**config.mk**
```make
export PLATFORM = sky130hd
export DESIGN_NAME = multicycle_ctrl_flat
export DESIGN_NICKNAME = d
export VERILOG_FILES = /design/src/rtl/multicycle_ctrl_if.sv /design/src/rtl/multicycle_ctrl.sv /design/src/flat_wrapper.sv
export SDC_FILE = /design/constraint.sdc
export NUM_CORES = 1
export LEC_CHECK = 0
export ABC_CLOCK_PERIOD_IN_PS = 2400
export BUFFER_PORTS_ARGS = -buffer_cell sky130_fd_sc_hd__buf_2
export CAP_MARGIN = 20
export CELL_PAD_IN_SITES_DETAIL_PLACEMENT = 2
export CELL_PAD_IN_SITES_GLOBAL_PLACEMENT = 2
export CORE_UTILIZATION = 25
export CTS_CLUSTER_SIZE = 14
export DETAILED_ROUTE_END_ITERATION = 8
export PLACE_DENSITY = 0.79
export SYNTH_ARGS = -nofsm -noshare
export SYNTH_HDL_FRONTEND = slang
export SYNTH_SLANG_ARGS = --single-unit
export TNS_END_PERCENT = 50
```
**constraint.sdc**
```tcl
create_clock -name clk -period 2.4 [get_ports clk]
set_clock_uncertainty 0.15 [all_clocks]
set_input_delay 0.48 -clock clk [delete_from_list [all_inputs] [get_ports clk]]
set_output_delay 0.48 -clock clk [all_outputs]
set_load 0.01 [all_outputs]
```
**src/rtl/multicycle_ctrl_if.sv**
```systemverilog
// Control-unit boundary for the multicycle CPU: instruction/flag inputs,
// memory handshake, and the datapath strobes the controller drives.
interface multicycle_ctrl_if;
    logic [5:0] opcode;
    logic       zero;
    logic       mem_ready;
    logic       mem_rd;
    logic       mem_wr;
    logic       ir_we;
    logic       pc_we;
    logic       pc_src;
    logic [1:0] ext_type;
    logic       alu_src_b;
    logic       reg_we;
    logic       illegal;
    logic [2:0] state;

    // Controller side
    modport slave (
        input  opcode, zero, mem_ready,
        output mem_rd, mem_wr, ir_we, pc_we, pc_src, ext_type,
               alu_src_b, reg_we, illegal, state
    );

    // Datapath / environment side
    modport master (
        output opcode, zero, mem_ready,
        input  mem_rd, mem_wr, ir_we, pc_we, pc_src, ext_type,
               alu_src_b, reg_we, illegal, state
    );
endinterface

```
**src/rtl/multicycle_ctrl.sv**
```systemverilog
// Multicycle MIPS-subset controller: INIT -> FETCH -> DECODE -> EXEC
// -> (MEM) -> (WB). Strobes are decoded from the current state (and the
// handshake inputs), so an asynchronous reset clears them at once.
module multicycle_ctrl #(
    parameter logic [1:0] SIGNED_EXT   = 2'b00,
    parameter logic [1:0] UNSIGNED_EXT = 2'b01,
    parameter logic [1:0] LUI_EXT      = 2'b10
) (
    input  logic              clk,
    input  logic              rst_n,
    multicycle_ctrl_if.slave  bus
);

    typedef enum logic [2:0] {
        INIT = 3'd0, FETCH = 3'd1, DECODE = 3'd2,
        EXEC = 3'd3, MEM = 3'd4, WB = 3'd5
    } state_e;

    typedef enum logic [2:0] {
        RTYPE = 3'd0, IMM = 3'd1, LOAD = 3'd2, STORE = 3'd3, BRANCH = 3'd4
    } cls_e;

    state_e     state_q, state_d;
    cls_e       cls_q, cls_d;
    logic [1:0] ext_q, ext_d;
    logic       alu_q, alu_d;

    logic       dec_legal;
    cls_e       dec_cls;
    logic [1:0] dec_ext;

    logic mem_rd, mem_wr, ir_we, pc_we, pc_src, reg_we, illegal;

    // Opcode decode: instruction class and extender mode
    always_comb begin
        dec_legal = 1'b1;
        dec_cls   = RTYPE;
        dec_ext   = ext_q;
        case (bus.opcode)
            6'b000000: dec_cls = RTYPE;
            6'b001000,
            6'b001001: begin dec_cls = IMM;    dec_ext = SIGNED_EXT;   end
            6'b100011: begin dec_cls = LOAD;   dec_ext = SIGNED_EXT;   end
            6'b101011: begin dec_cls = STORE;  dec_ext = SIGNED_EXT;   end
            6'b000100: begin dec_cls = BRANCH; dec_ext = SIGNED_EXT;   end
            6'b001100,
            6'b001101: begin dec_cls = IMM;    dec_ext = UNSIGNED_EXT; end
            6'b001111: begin dec_cls = IMM;    dec_ext = LUI_EXT;      end
            default:   dec_legal = 1'b0;
        endcase
    end

    // Next-state and strobe generation
    always_comb begin
        state_d = state_q;
        cls_d   = cls_q;
        ext_d   = ext_q;
        alu_d   = alu_q;
        mem_rd  = 1'b0;
        mem_wr  = 1'b0;
        ir_we   = 1'b0;
        pc_we   = 1'b0;
        pc_src  = 1'b0;
        reg_we  = 1'b0;
        illegal = 1'b0;
        case (state_q)
            INIT: state_d = FETCH;
            FETCH: begin
                mem_rd = 1'b1;
                if (bus.mem_ready) begin
                    ir_we   = 1'b1;
                    pc_we   = 1'b1;
                    state_d = DECODE;
                end
            end
            DECODE: begin
                if (dec_legal) begin
                    // Operand-B select is latched here so it is stable from
                    // EXEC through MEM/WB.
                    cls_d   = dec_cls;
                    ext_d   = dec_ext;
                    alu_d   = (dec_cls == IMM) || (dec_cls == LOAD) || (dec_cls == STORE);
                    state_d = EXEC;
                end else begin
                    illegal = 1'b1;
                    state_d = FETCH;
                end
            end
            EXEC: begin
                case (cls_q)
                    RTYPE, IMM:  state_d = WB;
                    LOAD, STORE: state_d = MEM;
                    default: begin
                        pc_we   = bus.zero;
                        pc_src  = bus.zero;
                        state_d = FETCH;
                    end
                endcase
            end
            MEM: begin
                mem_rd = (cls_q == LOAD);
                mem_wr = (cls_q != LOAD);
                if (bus.mem_ready) state_d = (cls_q == LOAD) ? WB : FETCH;
            end
            WB: begin
                reg_we  = 1'b1;
                state_d = FETCH;
            end
            default: state_d = INIT;
        endcase
    end

    // State and decoded-instruction registers
    always_ff @(posedge clk or negedge rst_n) begin
        if (!rst_n) begin
            state_q <= INIT;
            cls_q   <= RTYPE;
            ext_q   <= SIGNED_EXT;
            alu_q   <= 1'b0;
        end else begin
            state_q <= state_d;
            cls_q   <= cls_d;
            ext_q   <= ext_d;
            alu_q   <= alu_d;
        end
    end

    assign bus.mem_rd    = mem_rd;
    assign bus.mem_wr    = mem_wr;
    assign bus.ir_we     = ir_we;
    assign bus.pc_we     = pc_we;
    assign bus.pc_src    = pc_src;
    assign bus.reg_we    = reg_we;
    assign bus.illegal   = illegal;
    assign bus.ext_type  = ext_q;
    assign bus.alu_src_b = alu_q;
    assign bus.state     = state_q;

endmodule
```
**src/flat_wrapper.sv**
```systemverilog
// flat-port wrapper written by rule: the top's interface ports become plain ports
module multicycle_ctrl_flat 
#(
    parameter logic [1:0] SIGNED_EXT   = 2'b00,
    parameter logic [1:0] UNSIGNED_EXT = 2'b01,
    parameter logic [1:0] LUI_EXT      = 2'b10
)
  (clk, rst_n, bus_opcode, bus_zero, bus_mem_ready, bus_mem_rd, bus_mem_wr, bus_ir_we, bus_pc_we, bus_pc_src, bus_ext_type, bus_alu_src_b, bus_reg_we, bus_illegal, bus_state);
  multicycle_ctrl_if bus_i ();
  input  logic clk;
  input  logic rst_n;
  input wire logic [$bits(bus_i.opcode)-1:0] bus_opcode;
  input wire logic [$bits(bus_i.zero)-1:0] bus_zero;
  input wire logic [$bits(bus_i.mem_ready)-1:0] bus_mem_ready;
  output wire logic [$bits(bus_i.mem_rd)-1:0] bus_mem_rd;
  output wire logic [$bits(bus_i.mem_wr)-1:0] bus_mem_wr;
  output wire logic [$bits(bus_i.ir_we)-1:0] bus_ir_we;
  output wire logic [$bits(bus_i.pc_we)-1:0] bus_pc_we;
  output wire logic [$bits(bus_i.pc_src)-1:0] bus_pc_src;
  output wire logic [$bits(bus_i.ext_type)-1:0] bus_ext_type;
  output wire logic [$bits(bus_i.alu_src_b)-1:0] bus_alu_src_b;
  output wire logic [$bits(bus_i.reg_we)-1:0] bus_reg_we;
  output wire logic [$bits(bus_i.illegal)-1:0] bus_illegal;
  output wire logic [$bits(bus_i.state)-1:0] bus_state;
  assign bus_i.opcode = bus_opcode;
  assign bus_i.zero = bus_zero;
  assign bus_i.mem_ready = bus_mem_ready;
  assign bus_mem_rd = bus_i.mem_rd;
  assign bus_mem_wr = bus_i.mem_wr;
  assign bus_ir_we = bus_i.ir_we;
  assign bus_pc_we = bus_i.pc_we;
  assign bus_pc_src = bus_i.pc_src;
  assign bus_ext_type = bus_i.ext_type;
  assign bus_alu_src_b = bus_i.alu_src_b;
  assign bus_reg_we = bus_i.reg_we;
  assign bus_illegal = bus_i.illegal;
  assign bus_state = bus_i.state;
  multicycle_ctrl #(.SIGNED_EXT(SIGNED_EXT), .UNSIGNED_EXT(UNSIGNED_EXT), .LUI_EXT(LUI_EXT)) u_core (.clk(clk), .rst_n(rst_n), .bus(bus_i));
endmodule
```
==> results_dict.tcl <==
set metrics [dict create \
    finalMaxSlewViolations 0 \
    antenna_found_initial 0 \
    worstPathMaxFanout 9 \
    final_nets 100 \
    overflow 0 \
    root_buffer "clkbuf_4" \
    drc 0 \
    startpoint "u_core.bus.state[1]" \
    rows 17 \
    grt_usage_pct 15.18 \
    crit_required_ns 1.77 \
    p_per_area_nw_per_um2 975.9 \
    grt_setup_unrepaired "no" \
    critPathSlowestCell "or4b_1" \
    syn_to_final_growth_pct 30.15 \
    tns_ns 0 \
    cts_sinks 9 \
    worstSetupPathType "register to output port" \
    tightest_slew_ns 0.3296 \
    period_share_pct 92.98 \
    synth_top_cell_by_area "dfrtp_1" \
    grt_pass1_wl_um 2766 \
    clock_path_buffers 2 \
    hold_start "bus_opcode[1]" \
    clock_latency_ns 0.27 \
    path_cells "or4b_1 -> o21ai_0 -> buf_2" \
    numCtsBuffers 3 \
    regArea_sq_um 225.2 \
    cp.arrival_ns 1.60 \
    start_kind "register" \
    outcome "completed" \
    crit_family "simple AND/OR/NAND/NOR gates" \
    timing.hold.ws_ns 0.3162 \
    synth_top_area_share_pct 38.22 \
    synth_area_leaders "dfrtp_1 38%, nand2b_1 5.3%, mux2_4 5.1%, o21ai_0 4.2%, inv_1 3.8%" \
    grt_pass1_vias 610 \
    path_clk_slew_ns 0.06 \
    dr_total_vias 580 \
    synth_fp_nets 73 \
    r2r-start "u_core.bus.state[2]" \
    final_common_cell "buf_2" \
    slew_headroom_pct 78.03 \
    dr.first_iter.drc_count 6 \
    slowest_delay_ns 0.60 \
    switching_share_pct 41.93 \
    die_w_um 50.55 \
    fmax_mhz 448.1 \
    drive_gt1_share_pct 38.20 \
    finalCriticalPeriod_ns 2.232 \
    clkPwrFrac_pct 16.5 \
    die_area_sq_um 2555 \
    htreeDepth 1 \
    wl_per_cell_um 13.70 \
    netlist_area_sq_um 589.3 \
    finalSetupViolations 0 \
    p_int_mw 0.4346 \
    firstDrtPassIters 4 \
    share_seq_of_total_power_pct 39.0 \
    syn_inst 63 \
    maxCapViolCount 0 \
    hold_viol 0 \
    antennaDiodeCount 0 \
    cp-end-kind "output port" \
    synth_cell_types 29 \
    viasPerCell 4.957 \
    grt_max_degree 13 \
    n_fill_cell 279 \
    start_util_pct 26.64 \
    syn_area_per_cell_sq_um 9.354 \
    synth-seq-area-share_pct 38.22 \
    die_h_um 50.55 \
    hp-class "input pin to register" \
    cp_num_buf_inv 1 \
    io_pins 23 \
    cts_tree "yes" \
    ys_ff_latch 9 \
    mostFrequentLayoutCells "22 x buf_2, 9 x dfrtp_1, 6 x inv_1, 5 x o21ai_0, 5 x nand2b_1" \
    switchingPower_mw 0.3139 \
    fp.coreArea_sq_um 2212 \
    port-buffer-count 22 \
    dpl.hpwl_um 1296 \
    ys_warn_count 0 \
    leakagePower_nw 0.4014 \
    peakVddDrop_uv 349.1 \
    drt-total-wl_um 1603 \
    ant_nets 0 \
    power_frac_comb_pct 44.5 \
    gp_congestion 0.7206 \
    multi_input_area_sq_um 336.6 \
]
-- through the flow --
stage	util (%)	cells	instance area, sq um	worst slack [ns]	power (mW)
final	34.67	117	767.0	0.1685	0.7485
after global routing	34.67	117	767.0	0.04070	0.8229
after CTS	34.67	117	767.0	0.1423	0.7642
after detailed placement	32.98	112	729.5	0.3360	0.6373
after global placement	32.98	112	729.5	0.3781	0.6187
after floorplan	-	63	589.3	0.5529	0.4876
-- final timing paths --
check	end	slack, ns	cells after the start
min reg2reg	u_core.cls_q[1]	0.35	1
max	bus_pc_we	0.17	3
max in group asynchronous	u_core.bus.ext_type[0]	1.48	2
max reg2reg	u_core.cls_q[0]	0.71	4
min	u_core.bus.ext_type[0]	0.32	2
min in group asynchronous	u_core.bus.state[0]	0.44	2
-- synthesized netlist by cell type (all sizes together) --
| cell | number |
|---|---|
| dfrtp | 9 |
| inv | 6 |
| nand2 | 5 |
| nand2b | 5 |
| o21ai | 5 |
| o22ai | 3 |
| a21boi | 2 |
| a21o | 2 |
| a21oi | 2 |
| mux2 | 2 |
| mux2i | 2 |
| nand3b | 2 |
| nand4b | 2 |
| nor2 | 2 |
| nor4 | 2 |
| or2 | 2 |
| a211oi | 1 |
| and3 | 1 |
| and3b | 1 |
| buf | 1 |
| nor2b | 1 |
| nor3 | 1 |
| nor3b | 1 |
| o21a | 1 |
| o221ai | 1 |
| or4b | 1 |
-- sequential cells by signal, indices dropped and copies added (netlist names) --
register	cells
u_core.bus.ext_type	2
u_core.cls_q	3
u_core.bus.state	3
u_core.bus.alu_src_b	1
-- final cells by class --
cell class,count,share of cell area (%)
clock buffer,3,2.936
sequential,9,29.36
tap,28,4.568
timing repair buffer,23,15.66
clock inverter,1,0.6525
inverter,6,2.936
multi-input combinational,47,43.88
-- power by group through the flow --
stage	clock [mW]	sequential, mW	combinational (mW)
final	0.123	0.292	0.333
after global routing	0.139	0.313	0.370
after CTS	0.127	0.297	0.340
after detailed placement	0	0.300	0.337
after global placement	0	0.292	0.327
after floorplan	0	0.289	0.198
-- worst register-to-register path: stages (launching register included) --
cell      delay (ns)
dfrtp_1         0.47
nand2b_1        0.23
nor3_2          0.25
nand2_2         0.17
mux2_4          0.32
-- metal layers --
| layer | global-route usage, % | vias up | wire length [um] |
|---|---|---|---|
| met4 | 9.722 | 0 | 29 |
| met2 | 26.89 | 21 | 803 |
| met3 | 1.818 | 4 | 84 |
| met1 | 16.98 | 274 | 685 |
| li1 | - | 281 | - |
| met5 | 0 | - | 0 |
-- cell families after synthesis --
| group | synth area share [%] |
|---|---|
| AND/OR/NAND/NOR | 28.67 |
| AO/OA/AOI/OAI | 19.96 |
| flip-flops | 38.22 |
| multiplexers | 8.493 |
| buffers and inverters | 4.670 |
-- repair_timing --
action	in CTS	in global routing
hold endpoints to repair	9	0
resized for setup	0	0
buffers inserted	0	0
hold buffers	1	0
Note: power is estimated with default switching activity, not from simulation.
